<file path="src/rtl/rom_download_ctrl_pkg.sv">
// Shared types for the ROM download path: word/address typedefs, FSM states
// and the little-endian byte placement helper.
package rom_download_ctrl_pkg;

    localparam int SDRAM_AW = 23;

    typedef logic [31:0]         word_t;
    typedef logic [SDRAM_AW-1:0] sdram_addr_t;

    typedef enum logic [1:0] {IDLE, WRITE, DONE} state_t;

    // Byte lane n lands in bits [8n+7:8n].
    function automatic word_t place_byte(input word_t w, input logic [1:0] lane,
                                         input logic [7:0] b);
        word_t r;
        r = w;
        r[{lane, 3'b000} +: 8] = b;
        return r;
    endfunction

endpackage

</file>
<file path="src/rtl/rom_download_ctrl_word_fifo.sv">
// Small synchronous FIFO holding packed {address, data} SDRAM write entries.
// The head entry is visible combinationally and stays put until popped.
module word_fifo #(
    parameter int DEPTH = 4,
    parameter int WIDTH = 55,
    parameter int CW    = $clog2(DEPTH) + 1
) (
    input  logic             clk,
    input  logic             reset,
    input  logic             push,
    input  logic [WIDTH-1:0] din,
    input  logic             pop,
    output logic [WIDTH-1:0] dout,
    output logic             full,
    output logic             empty,
    output logic [CW-1:0]    count
);

    localparam int PW = $clog2(DEPTH);

    logic [WIDTH-1:0] mem [DEPTH];
    logic [PW-1:0]    wr_ptr;
    logic [PW-1:0]    rd_ptr;
    logic             do_push;
    logic             do_pop;

    assign full    = (count == CW'(DEPTH));
    assign empty   = (count == '0);
    assign do_pop  = pop && !empty;
    // A full FIFO still accepts a word when the head leaves in the same cycle.
    assign do_push = push && (!full || do_pop);
    assign dout    = mem[rd_ptr];

    always_ff @(posedge clk) begin
        if (do_push)
            mem[wr_ptr] <= din;
    end

    always_ff @(posedge clk) begin
        if (reset) begin
            wr_ptr <= '0;
            rd_ptr <= '0;
            count  <= '0;
        end else begin
            if (do_push)
                wr_ptr <= wr_ptr + 1'b1;
            if (do_pop)
                rd_ptr <= rd_ptr + 1'b1;
            count <= count + CW'(do_push) - CW'(do_pop);
        end
    end

endmodule

</file>
<file path="src/rtl/rom_download_ctrl.sv">
// Packs the HPS ioctl byte stream into 32-bit SDRAM writes and hands the SDRAM
// port back to the game core once the download has been fully written.
module rom_download_ctrl
    import rom_download_ctrl_pkg::*;
#(
    parameter int IOCTL_ADDR_WIDTH = 20,
    parameter int SDRAM_ADDR_WIDTH = 23,
    parameter int BASE_ADDR        = 0,
    parameter int FIFO_DEPTH       = 4
) (
    input  logic                        clk,
    input  logic                        reset,
    input  logic [IOCTL_ADDR_WIDTH-1:0] ioctl_addr,
    input  logic [7:0]                  ioctl_data,
    input  logic                        ioctl_wr,
    input  logic                        ioctl_download,
    output logic                        ioctl_wait,
    input  logic [SDRAM_ADDR_WIDTH-1:0] game_addr,
    input  logic [31:0]                 game_data,
    input  logic                        game_we,
    input  logic                        game_req,
    output logic                        game_ack,
    output logic                        game_valid,
    output logic [31:0]                 game_q,
    output logic [SDRAM_ADDR_WIDTH-1:0] sdram_addr,
    output logic [31:0]                 sdram_data,
    output logic                        sdram_we,
    output logic                        sdram_req,
    input  logic                        sdram_ack,
    input  logic                        sdram_valid,
    input  logic [31:0]                 sdram_q,
    output logic                        busy,
    output logic                        done,
    output logic                        overflow
);

    localparam int AW = SDRAM_ADDR_WIDTH;
    localparam int EW = AW + 32;
    localparam int CW = $clog2(FIFO_DEPTH) + 1;

    state_t          state;
    logic            asm_valid, asm_valid_nxt;
    logic [AW-1:0]   asm_waddr, asm_waddr_nxt;
    word_t           asm_data, asm_data_nxt;
    logic            dl_prev;
    logic            dl_seen;

    logic [AW-1:0]   byte_waddr;
    logic [1:0]      lane;
    word_t           merged_word;
    word_t           fresh_word;
    logic            push;
    logic [EW-1:0]   push_entry;
    logic            pop;
    logic [EW-1:0]   head;
    logic            fifo_full, fifo_empty;
    logic [CW-1:0]   fifo_count;
    logic            dl_req;

    assign lane        = ioctl_addr[1:0];
    assign byte_waddr  = AW'(BASE_ADDR) + AW'(ioctl_addr[IOCTL_ADDR_WIDTH-1:2]);
    assign merged_word = place_byte(asm_valid ? asm_data : '0, lane, ioctl_data);
    assign fresh_word  = place_byte('0, lane, ioctl_data);

    always_comb begin
        push          = 1'b0;
        push_entry    = {asm_waddr, asm_data};
        asm_valid_nxt = asm_valid;
        asm_waddr_nxt = asm_waddr;
        asm_data_nxt  = asm_data;
        if (ioctl_wr) begin
            if (asm_valid && asm_waddr != byte_waddr) begin
                // Address jump: flush the held partial, the new byte starts over.
                push          = 1'b1;
                asm_valid_nxt = 1'b1;
                asm_waddr_nxt = byte_waddr;
                asm_data_nxt  = fresh_word;
            end else if (lane == 2'd3) begin
                push          = 1'b1;
                push_entry    = {byte_waddr, merged_word};
                asm_valid_nxt = 1'b0;
                asm_data_nxt  = '0;
            end else begin
                asm_valid_nxt = 1'b1;
                asm_waddr_nxt = byte_waddr;
                asm_data_nxt  = merged_word;
            end
        end else if (dl_prev && !ioctl_download && asm_valid) begin
            push          = 1'b1;
            asm_valid_nxt = 1'b0;
            asm_data_nxt  = '0;
        end
    end

    assign pop = (state == WRITE) && sdram_ack;

    word_fifo #(
        .DEPTH (FIFO_DEPTH),
        .WIDTH (EW),
        .CW    (CW)
    ) u_fifo (
        .clk   (clk),
        .reset (reset),
        .push  (push),
        .din   (push_entry),
        .pop   (pop),
        .dout  (head),
        .full  (fifo_full),
        .empty (fifo_empty),
        .count (fifo_count)
    );

    always_ff @(posedge clk) begin
        if (reset) begin
            state      <= IDLE;
            asm_valid  <= 1'b0;
            asm_waddr  <= '0;
            asm_data   <= '0;
            dl_prev    <= 1'b0;
            dl_seen    <= 1'b0;
            overflow   <= 1'b0;
            ioctl_wait <= 1'b0;
        end else begin
            asm_valid  <= asm_valid_nxt;
            asm_waddr  <= asm_waddr_nxt;
            asm_data   <= asm_data_nxt;
            dl_prev    <= ioctl_download;
            ioctl_wait <= (fifo_count >= CW'(FIFO_DEPTH - 1));
            if (push && fifo_full && !pop)
                overflow <= 1'b1;
            if (ioctl_download)
                dl_seen <= 1'b1;
            case (state)
                IDLE: begin
                    if (!fifo_empty)
                        state <= WRITE;
                    else if (dl_seen && !ioctl_download && !asm_valid) begin
                        state   <= DONE;
                        dl_seen <= 1'b0;
                    end
                end
                WRITE: begin
                    if (sdram_ack && fifo_count == CW'(1))
                        state <= IDLE;
                end
                DONE:    state <= IDLE;
                default: state <= IDLE;
            endcase
        end
    end

    assign done   = (state == DONE);
    assign dl_req = (state == WRITE);
    assign busy   = ioctl_download || !fifo_empty || (state != IDLE);

    // The game core sees the SDRAM only while the download path is idle.
    assign sdram_addr = busy ? head[EW-1:32] : game_addr;
    assign sdram_data = busy ? head[31:0]    : game_data;
    assign sdram_we   = busy ? dl_req        : game_we;
    assign sdram_req  = busy ? dl_req        : game_req;
    assign game_ack   = busy ? 1'b0          : sdram_ack;
    assign game_valid = busy ? 1'b0          : sdram_valid;
    assign game_q     = busy ? '0            : sdram_q;

endmodule
</file>
<file path="config.mk">
export PLATFORM = sky130hd
export DESIGN_NAME = rom_download_ctrl
export DESIGN_NICKNAME = d
export VERILOG_FILES = /design/src/rtl/rom_download_ctrl_pkg.sv /design/src/rtl/rom_download_ctrl_word_fifo.sv /design/src/rtl/rom_download_ctrl.sv
export SDC_FILE = /design/constraint.sdc
export NUM_CORES = 1
export LEC_CHECK = 0
export BUFFER_PORTS_ARGS = -buffer_cell sky130_fd_sc_hd__buf_2
export CAP_MARGIN = 10
export CORE_MARGIN = 2
export CORE_UTILIZATION = 60
export DETAILED_ROUTE_END_ITERATION = 10
export GPL_ROUTABILITY_DRIVEN = 0
export HOLD_SLACK_MARGIN = 0.02
export PLACE_DENSITY = 0.84
export RECOVER_POWER = 100
export SETUP_SLACK_MARGIN = 0.5
export SLEW_MARGIN = 10
export SYNTH_ARGS = -nofsm -noshare
export SYNTH_HDL_FRONTEND = slang
export SYNTH_SLANG_ARGS = --single-unit
</file>
<file path="constraint.sdc">
create_clock -name clk -period 6.4 [get_ports clk]
set_input_delay 0.64 -clock clk [delete_from_list [all_inputs] [get_ports clk]]
set_output_delay 0.64 -clock clk [all_outputs]
set_load 0.02 [all_outputs]
</file>
==> metrics.md, run 1 <==
| Metric | Value |
|---|---|
| Fin nets | `1121` |
| CP Class | `flip-flop to flip-flop` |
| CP Capture Type | `flip-flop` |
| Pre-CTS setup slack | `3.18 ns` |
| GR Overflow Total | `0` |
| Setup slack after layout | `2.18 ns` |
| Largest net degree at the start of global routing | `51` |
| Max Cap Viol | `4` |
| Starting Density | `61.0%` |
| Post-CTS sizing | `0` |
| Synth warn | `0` |
| CTS Sinks | `266` |
| Flops & latches, synth | `266` |
| Violated checks | `capacitance limit, slew limit` |
| H-tree depth | `1` |
| Placed instance area | `13100 µm²` |
| Post-CTS Setup Bufs | `0` |
| Grt met1 use | `32.2%` |
| Core area | `19400 µm²` |
| Syn Inst Count | `783` |
| TritonCTS Buffers | `25` |
| Clock transition at path regs | `0.07 ns` |
| P per Cell Area | `343 nW/µm²` |
| Global-route wire length before repair | `38900 µm` |
| Critical path arrival | `4.38 ns` |
| Syn_nets | `920` |
| Most common cell after layout, fill and taps aside | `edfxtp_1` |
| Layout cells sized above 1 | `26.9%` |
| Status | `finished with violations` |
| Num ports | `218` |
| Filler cell count in the final layout | `1350` |
| Most Crowded Layer GR | `met2` |
| Worst VDD drop | `0.000311 V` |
| Met2 GRT Util | `43.1%` |
| Post-route ant nets | `0` |
| RSZ-0062 raised after global routing | `no` |
| WL/cell | `20.2 µm` |
| Leakage | `4.87 nW` |
| Site row count | `51` |
| Part of the Yosys area used for sequential elements | `61.9%` |
| Post-layout util | `70.6%` |
| Via count | `7506` |
| Mapped Area | `11800 µm²` |
| Post-synth EDFFs | `200` |
| CP max-delay cell | `and2_0` |
| Hold_buf cts | `0` |
| Drt total wl | `25600 µm` |
| Critical Path Max Stage Delay | `1.25 ns` |
| Worst path required time | `6.56 ns` |
| Fmax | `0.237 GHz` |
| Worst Setup Start Kind | `flip-flop` |
| Tot GR Track Use | `24.6%` |
| Synth unique cells | `51` |
| Die Span X | `144 µm` |
| Die area | `20900 µm²` |
| DRT Pass-1 Iters | `5` |
| Syn avg cell area | `15.1 µm²` |
| HP Class | `input port to flip-flop` |
| Vias per cell | `5.92` |
| Share of the clock period used by the worst path | `65.9%` |
| Clk_skew | `0.0113 ns` |
| Non-Filler Instances | `1267` |
| Final setup vio count | `0` |
| Final Cell Area | `13700 µm²` |
| CTS Root Cell | `clkbuf_16` |
| Placed cells | `1222` |
| Endpoints failing hold | `0` |
| Detailed Route Iter0 Violations | `654` |
| CTS tree | `done` |
| Critical path, cell by cell | `a31oi_1, a211oi_1, and2_0, buf_4` |
| # port buffers | `217` |
| Critical path peak fanout | `31` |
| Tightest Pin Transition | `1.93 ns` |
| Top_reg_cell synth | `edfxtp_1` |
| Most frequent cells in the layout | `edfxtp_1, buf_2, nand2_1` |
| Inserted Diodes | `0` |
| Dpl hpwl | `16800 µm` |
| Cell family with most CP delay | `compound AO/OA/AOI/OAI gates` |
| Die Ht | `144 µm` |
| DRC viols | `0` |
| Final Critical Period | `4.22 ns` |
| Total Negative Setup Slacks | `0 ns` |
| GR Layer Usage met3 | `4.21%` |
| Area growth, synth to finish | `15.7%` |
| Initial antenna violation count | `0` |
| Pins Over Slew Limit | `130` |
| Async set-reset flop share out of synthesis | `0%` |
| CP bufs+invs | `1` |
| Slew headroom | `-28.7%` |
| Vias in the first global route | `7212` |
| Worst-Skew Late Latency | `0.52 ns` |
| Clock Path Buffers | `3` |
==> metal layers <==
layer | share of wire [%] | wire (µm)
met1 | 39 | 10000
met2 | 50 | 12900
met3 | 8.2 | 2100
met4 | 2.4 | 608
met5 | 0 | 0
==> final timing paths <==
check	start	to	slack [ns]	cells after the start
max reg2reg	asm_valid$_SDFFE_PP0P_	u_fifo.mem[0][47]$_DFFE_PP_	2.18	4
min	ioctl_addr[13]	asm_waddr[11]$_SDFFE_PP0P_	0.40	3
max	asm_valid$_SDFFE_PP0P_	u_fifo.mem[0][47]$_DFFE_PP_	2.18	4
min reg2reg	asm_data[25]$_SDFFE_PP0P_	asm_data[25]$_SDFFE_PP0P_	0.47	2
==> state kept, by name, summed over array words and instances, names as in the netlist, named ones only <==
register / count
asm_data: 32
asm_valid: 1
asm_waddr: 18
dl_prev: 1
dl_seen: 1
ioctl_wait: 1
overflow: 1
state: 2
u_fifo.count: 3
u_fifo.mem: 200
u_fifo.rd_ptr: 2
u_fifo.wr_ptr: 2
==> stage by stage <==
stage | hold slack (ns) | power, mW
2_1_floorplan | 0.430 | 2.93
3_3_place_gp | 0.447 | 3.28
3_5_place_dp | 0.453 | 3.31
4_1_cts | 0.390 | 4.79
5_1_grt | 0.406 | 4.90
6_report | 0.398 | 4.70
==> Yosys cell counts, types with 4 or more instances <==
master      n  share of area, %
edfxtp_1  200                51
nand2_1    87               2.8
dfxtp_1    66                11
mux4_2     50               9.5
and2_1     44               2.3
o22ai_1    32               1.7
o32ai_1    32               2.4
mux2_2     31               2.9
clkbuf_1   29              0.92
mux2_1     28               2.7
nor2_1     28              0.89
mux2i_1    19               1.6
xnor2_1    18               1.3
inv_1      15              0.48
buf_2      13              0.55
ha_1       13               1.4
mux2_4     10               1.3
buf_4       5              0.32
nand2b_1    5              0.26
nor2b_1     5              0.26
a41oi_4     4              0.93
and3_1      4              0.21
o21ai_0     4              0.17
==> final cells by class <==
class                           count  area, µm²  area share [%]
Clock buffer                       31        668            4.88
Clock inverter                     14        171            1.25
Inverter                           18       67.6           0.493
Multi-Input combinational cell    447       4080            29.8
Sequential cell                   266       7330            53.5
Tap cell                          265        332            2.42
Timing Repair Buffer              226       1050            7.64
==> kinds of logic (layout without fill, tap and decap cells) <==
group	after synthesis	in the layout	share of synthesized area, %
flip-flops	266	266	61.9
adder cells (fa/ha/maj)	14	14	1.54
multiplexers	138	138	18.0
AND/OR/NAND/NOR	189	189	7.84
buffers and inverters	70	289	2.93
XOR/XNOR	21	21	1.55
AO/OA/AOI/OAI	85	85	6.24
==> power by group <==
part           switching (mW)  internal (mW)
sequential             0.0812           1.97
clock                   0.631          0.871
combinational           0.700          0.452
total                    1.41           3.29
==> worst reg2reg max path, cell delays in order, from the launching register on <==
cell and delay [ns]:
dfxtp_1 0.65, a31oi_1 0.52, a211oi_1 0.84, and2_0 1.25, buf_4 0.59
Note: power is estimated with default switching activity, not from simulation.
==> run 2, diff against run 1 <==
- CORE_UTILIZATION: 60 -> 50
- PLACE_DENSITY: 0.84 -> 0.75
- clock period: 6.4 -> 3.8 ns (I/O delays scaled with it)
==> metrics.md, run 2 (synthesis gave the netlist of run 1 again) <==
| Metric | Value |
|---|---|
| Placed instance area | `13200 µm²` |
| Top reg by flops | `u_fifo.mem` |
| Clk_skew | `0.0189 ns` |
| Leakage | `4.90 nW` |
| Final Cell Area | `13800 µm²` |
| WL/cell | `19.1 µm` |
| H-tree depth | `1` |
| CP Class | `flip-flop to output port` |
| Post-CTS Setup Bufs | `0` |
| Tightest Pin Transition | `1.81 ns` |
| Fmax | `0.315 GHz` |
| Initial antenna violation count | `0` |
| Critical path peak fanout | `31` |
| Starting Density | `50.7%` |
| P per Cell Area | `570 nW/µm²` |
| Final setup vio count | `0` |
| Die Span X | `158 µm` |
| Vias per cell | `5.55` |
| Share of the clock period used by the worst path | `83.4%` |
| Layout cells sized above 1 | `26.9%` |
| Most common cell after layout, fill and taps aside | `edfxtp_1` |
| CP bufs+invs | `2` |
| Clock Path Buffers | `3` |
| Die Ht | `158 µm` |
| Detailed Route Iter0 Violations | `478` |
| Area growth, synth to finish | `17.0%` |
| Critical path, cell by cell | `buf_12, mux4_2, mux2_2, clkbuf_1` |
| Final Critical Period | `3.17 ns` |
| Worst Setup Start Kind | `flip-flop` |
| CTS tree | `done` |
| Clock transition at path regs | `0.06 ns` |
| Endpoints failing hold | `0` |
| Worst path required time | `3.42 ns` |
| Total Negative Setup Slacks | `0 ns` |
| Num ports | `218` |
| Tot GR Track Use | `20.4%` |
| Core area | `23300 µm²` |
| Filler cell count in the final layout | `1841` |
| Max reg flops | `200` |
| Most frequent cells in the layout | `edfxtp_1, buf_2, clkbuf_1` |
| Fin nets | `1127` |
| # port buffers | `217` |
| Pins Over Slew Limit | `79` |
| GR Overflow Total | `0` |
| CTS Sinks | `266` |
| Vias in the first global route | `7063` |
| Max Cap Viol | `2` |
| DRT Pass-1 Iters | `6` |
| HP Class | `input port to flip-flop` |
| DRC viols | `0` |
| Critical Path Max Stage Delay | `0.84 ns` |
| Via count | `7387` |
| Hold_buf cts | `0` |
| Status | `finished with violations` |
| Cell family with most CP delay | `multiplexers` |
| Worst VDD drop | `0.000386 V` |
| Multi-input gate area | `4090 µm²` |
| TritonCTS Buffers | `26` |
| CTS Root Cell | `clkbuf_16` |
| Post-layout util | `59.4%` |
| CP max-delay cell | `dfxtp_2` |
| Violated checks | `capacitance limit, slew limit` |
| Dpl hpwl | `17500 µm` |
| Pwr Total | `7.89 mW` |
| Reg area | `7330 µm²` |
| RSZ-0062 raised after global routing | `no` |
| Drt total wl | `25500 µm` |
| Critical path arrival | `2.79 ns` |
| Site row count | `56` |
| Worst-Skew Late Latency | `0.53 ns` |
| Largest net degree at the start of global routing | `43` |
| Global-route wire length before repair | `38700 µm` |
| Largest regs | `u_fifo.mem: 200 flops, asm_data: 32 flops, asm_waddr: 18 flops` |
| Die area | `24900 µm²` |
| Slew headroom | `-20.7%` |
| Post-route ant nets | `0` |
| CP Capture Type | `output port` |
==> run 2: final timing paths <==
check | slack, ns | endpoint | cells after the start | from
hold / removal | 0.13 | asm_waddr[3]$_SDFFE_PP0P_ | 3 | ioctl_addr[5]
setup reg to reg | 0.64 | asm_data[28]$_SDFFE_PP0P_ | 6 | asm_waddr[11]$_SDFFE_PP0P_
hold reg to reg | 0.46 | asm_data[19]$_SDFFE_PP0P_ | 2 | asm_data[19]$_SDFFE_PP0P_
setup / recovery | 0.63 | sdram_data[26] | 4 | flip-flop
==> run 2: final cells by class <==
type | count | area share (%)
well taps | 319 | 2.88
repair buffers | 231 | 8.17
diodes | 1 | 0.0181
flip-flops and latches | 266 | 52.9
inverters | 18 | 0.506
multi-input cells | 447 | 29.6
clock buffers | 32 | 5.01
clock inverters | 16 | 0.931
==> run 2: what timing repair did <==
item,4_1_cts,5_1_grt
hold endpoints to repair,0,0
setup endpoints to repair,6,32
resized for setup,1,3
==> run 2: tightest hold or removal path: stages <==
cell	delay, ns
buf_2	0.10
mux2i_1	0.06
nor2_1	0.07
==> run 2: power breakdown <==
group          internal (mW)  switching, mW  leakage [nW]
Clock                   1.43           1.04         0.404
Combinational          0.788           1.23          2.05
Sequential              3.31         0.0990          2.45
Total                   5.53           2.36          4.90
==> run 2: routing by layer <==
metal	part of all wire, %	global-route usage, %
met1	42	27.5
met2	50	34.9
met3	6.7	2.71
met4	2.0	5.76
met5	0	0
==> run 2: per-stage QoR <==
stage,std cells,hold WS [ns],setup slack [ns]
floorplan,783,0.430,0.858
global placement,1281,0.447,0.882
detailed placement,1281,0.455,0.931
CTS,1329,0.113,0.578
global route,1329,0.121,0.418
finish,1330,0.134,0.630
==> run 3, diff against run 2 <==
- CORE_UTILIZATION: 50 -> 56
- PLACE_DENSITY: 0.75 -> 0.79
- clock period: 3.8 -> 3.25 ns (I/O delays scaled with it)
==> metrics.md, run 3 (synthesis gave the netlist of run 1 again) <==
| Metric | Value |
|---|---|
| Worst R2R Path Depth | `4` |
| Worst-Skew Late Latency | `0.52 ns` |
| WL met1 | `10400 µm` |
| CTS tree | `done` |
| Die Span X | `149 µm` |
| Reg2Reg Setup Slack | `0.39 ns` |
| Starting Density | `56.7%` |
| Worst VDD drop | `0.000503 V` |
| RR Endpoint | `u_fifo.mem[0][35]$_DFFE_PP_` |
| HP Class | `input port to flip-flop` |
| CP Capture Type | `flip-flop` |
| Max layer used | `met5` |
| Most common cell after layout, fill and taps aside | `edfxtp_1` |
| Tightest Pin Transition | `1.56 ns` |
| RSZ-0062 raised after global routing | `no` |
| Filler cell count in the final layout | `1489` |
| Largest regs | `u_fifo.mem: 200 flops, asm_data: 32 flops, asm_waddr: 18 flops` |
| Site row count | `53` |
| CTS Root Cell | `clkbuf_16` |
| Pins Over Slew Limit | `69` |
| Final Critical Period | `2.86 ns` |
| H-tree depth | `1` |
| Hold Path Sink | `asm_waddr[7]$_SDFFE_PP0P_` |
| Core area | `20900 µm²` |
| Share of the clock period used by the worst path | `88.1%` |
| Vias per cell | `5.81` |
| Multi-input gate area | `4150 µm²` |
| Area growth, synth to finish | `17.8%` |
| Hold Crit Depth | `3` |
| Clock Path Buffers | `3` |
| Endpoints failing hold | `0` |
| Routed wl met2 | `13200 µm` |
| Critical path arrival | `3.01 ns` |
| Detailed Route Iter0 Violations | `665` |
| Initial antenna violation count | `3` |
| DRT Pass-1 Iters | `6` |
| Fin nets | `1142` |
| WL met3 | `2090 µm` |
| Max reg flops | `200` |
| Reg area | `7330 µm²` |
| Tot GR Track Use | `23.0%` |
| WL/cell | `20.2 µm` |
| Largest net degree at the start of global routing | `43` |
| FF-to-FF Start | `asm_valid$_SDFFE_PP0P_` |
| Leakage | `5.00 nW` |
| Most frequent cells in the layout | `edfxtp_1, buf_2, clkbuf_1` |
| Status | `finished with violations` |
| Violated checks | `capacitance limit, slew limit` |
| Fmax | `0.349 GHz` |
| TritonCTS Buffers | `24` |
| Die Ht | `149 µm` |
| Layout cells sized above 1 | `29.5%` |
| Vias in the first global route | `7171` |
| Via count | `7542` |
| Drt total wl | `26300 µm` |
| Setup slack after layout | `0.388 ns` |
| Die area | `22300 µm²` |
| P per Cell Area | `666 nW/µm²` |
| Global-route wire length before repair | `38900 µm` |
| CTS Sinks | `266` |
| Clk_skew | `0.00743 ns` |
| Pre-CTS setup slack | `0.601 ns` |
| Post-route ant nets | `0` |
| Startpoint of the worst hold path | `ioctl_addr[9]` |
| DRC viols | `0` |
| Final setup vio count | `0` |
| Worst Setup Start Kind | `flip-flop` |
| # port buffers | `217` |
| Num ports | `218` |
| Top reg by flops | `u_fifo.mem` |
| Slew headroom | `-4.31%` |
| Total Negative Setup Slacks | `0 ns` |
| Critical path peak fanout | `20` |
| Clock transition at path regs | `0.07 ns` |
| Worst path required time | `3.40 ns` |
| Dpl hpwl | `17600 µm` |
| GR Overflow Total | `0` |
| CP Class | `flip-flop to flip-flop` |
| Max Cap Viol | `2` |
==> run 3: layout make-up <==
class                      instances  share of cell area (%)
clock inverter                     9                   0.520
multi-input combinational        447                    29.7
antenna                            1                  0.0179
inverter                          18                   0.484
tap                              275                    2.47
sequential                       266                    52.6
timing repair buffer             248                    9.01
clock buffer                      35                    5.19
==> run 3: how the worst max path moves through the flow <==
stage	startpoint	to	slack, ns	cells past startpoint
global placement	ioctl_addr[13]	u_fifo.mem[0][19]$_DFFE_PP_	0.67	7
floorplan	ioctl_addr[0]	u_fifo.mem[0][0]$_DFFE_PP_	0.89	5
CTS	flip-flop	sdram_data[18]	0.49	4
finish	asm_valid$_SDFFE_PP0P_	u_fifo.mem[0][35]$_DFFE_PP_	0.39	4
global route	asm_waddr[8]$_SDFFE_PP0P_	u_fifo.mem[0][49]$_DFFE_PP_	0.26	6
detailed placement	ioctl_addr[13]	u_fifo.mem[0][12]$_DFFE_PP_	0.60	7
==> run 3: what timing repair did <==
action,CTS,global route
endpoints found under the setup margin,50,50
hold buffers,0,0
pin swaps,0,2
gates cloned,0,1
resized for setup,5,4
buffers inserted,1,7
==> run 3: per-layer routing <==
metal  vias up  global-route usage, %
met5         -                      0
met4         2                   6.33
met1      3666                   30.1
li1       3453                      -
met2       373                   39.5
met3        48                   4.34
==> run 3: through the flow <==
stage	instances	instance area, µm²	power (mW)	hold slack [ns]	utilization, %
after global routing	1298	13900	9.66	0.0815	66.8
final	1299	13900	9.29	0.0780	66.8
after detailed placement	1245	13200	6.54	0.457	63.1
after global placement	1245	13200	6.50	0.449	63.1
after CTS	1290	14000	9.38	0.0609	67.1
after floorplan	783	11800	5.78	0.430	-
==> run 3: critical path: stages (launching register included) <==
cell	delay, ns
dfxtp_1	0.66
a31oi_1	0.54
a211oi_4	0.53
and2_2	0.22
clkbuf_2	0.53
==> run 3: power breakdown <==
part	switching, mW	leakage, nW	internal (mW)
Clock	1.18	0.397	1.63
Sequential	0.105	2.45	3.87
Combinational	1.49	2.15	1.02
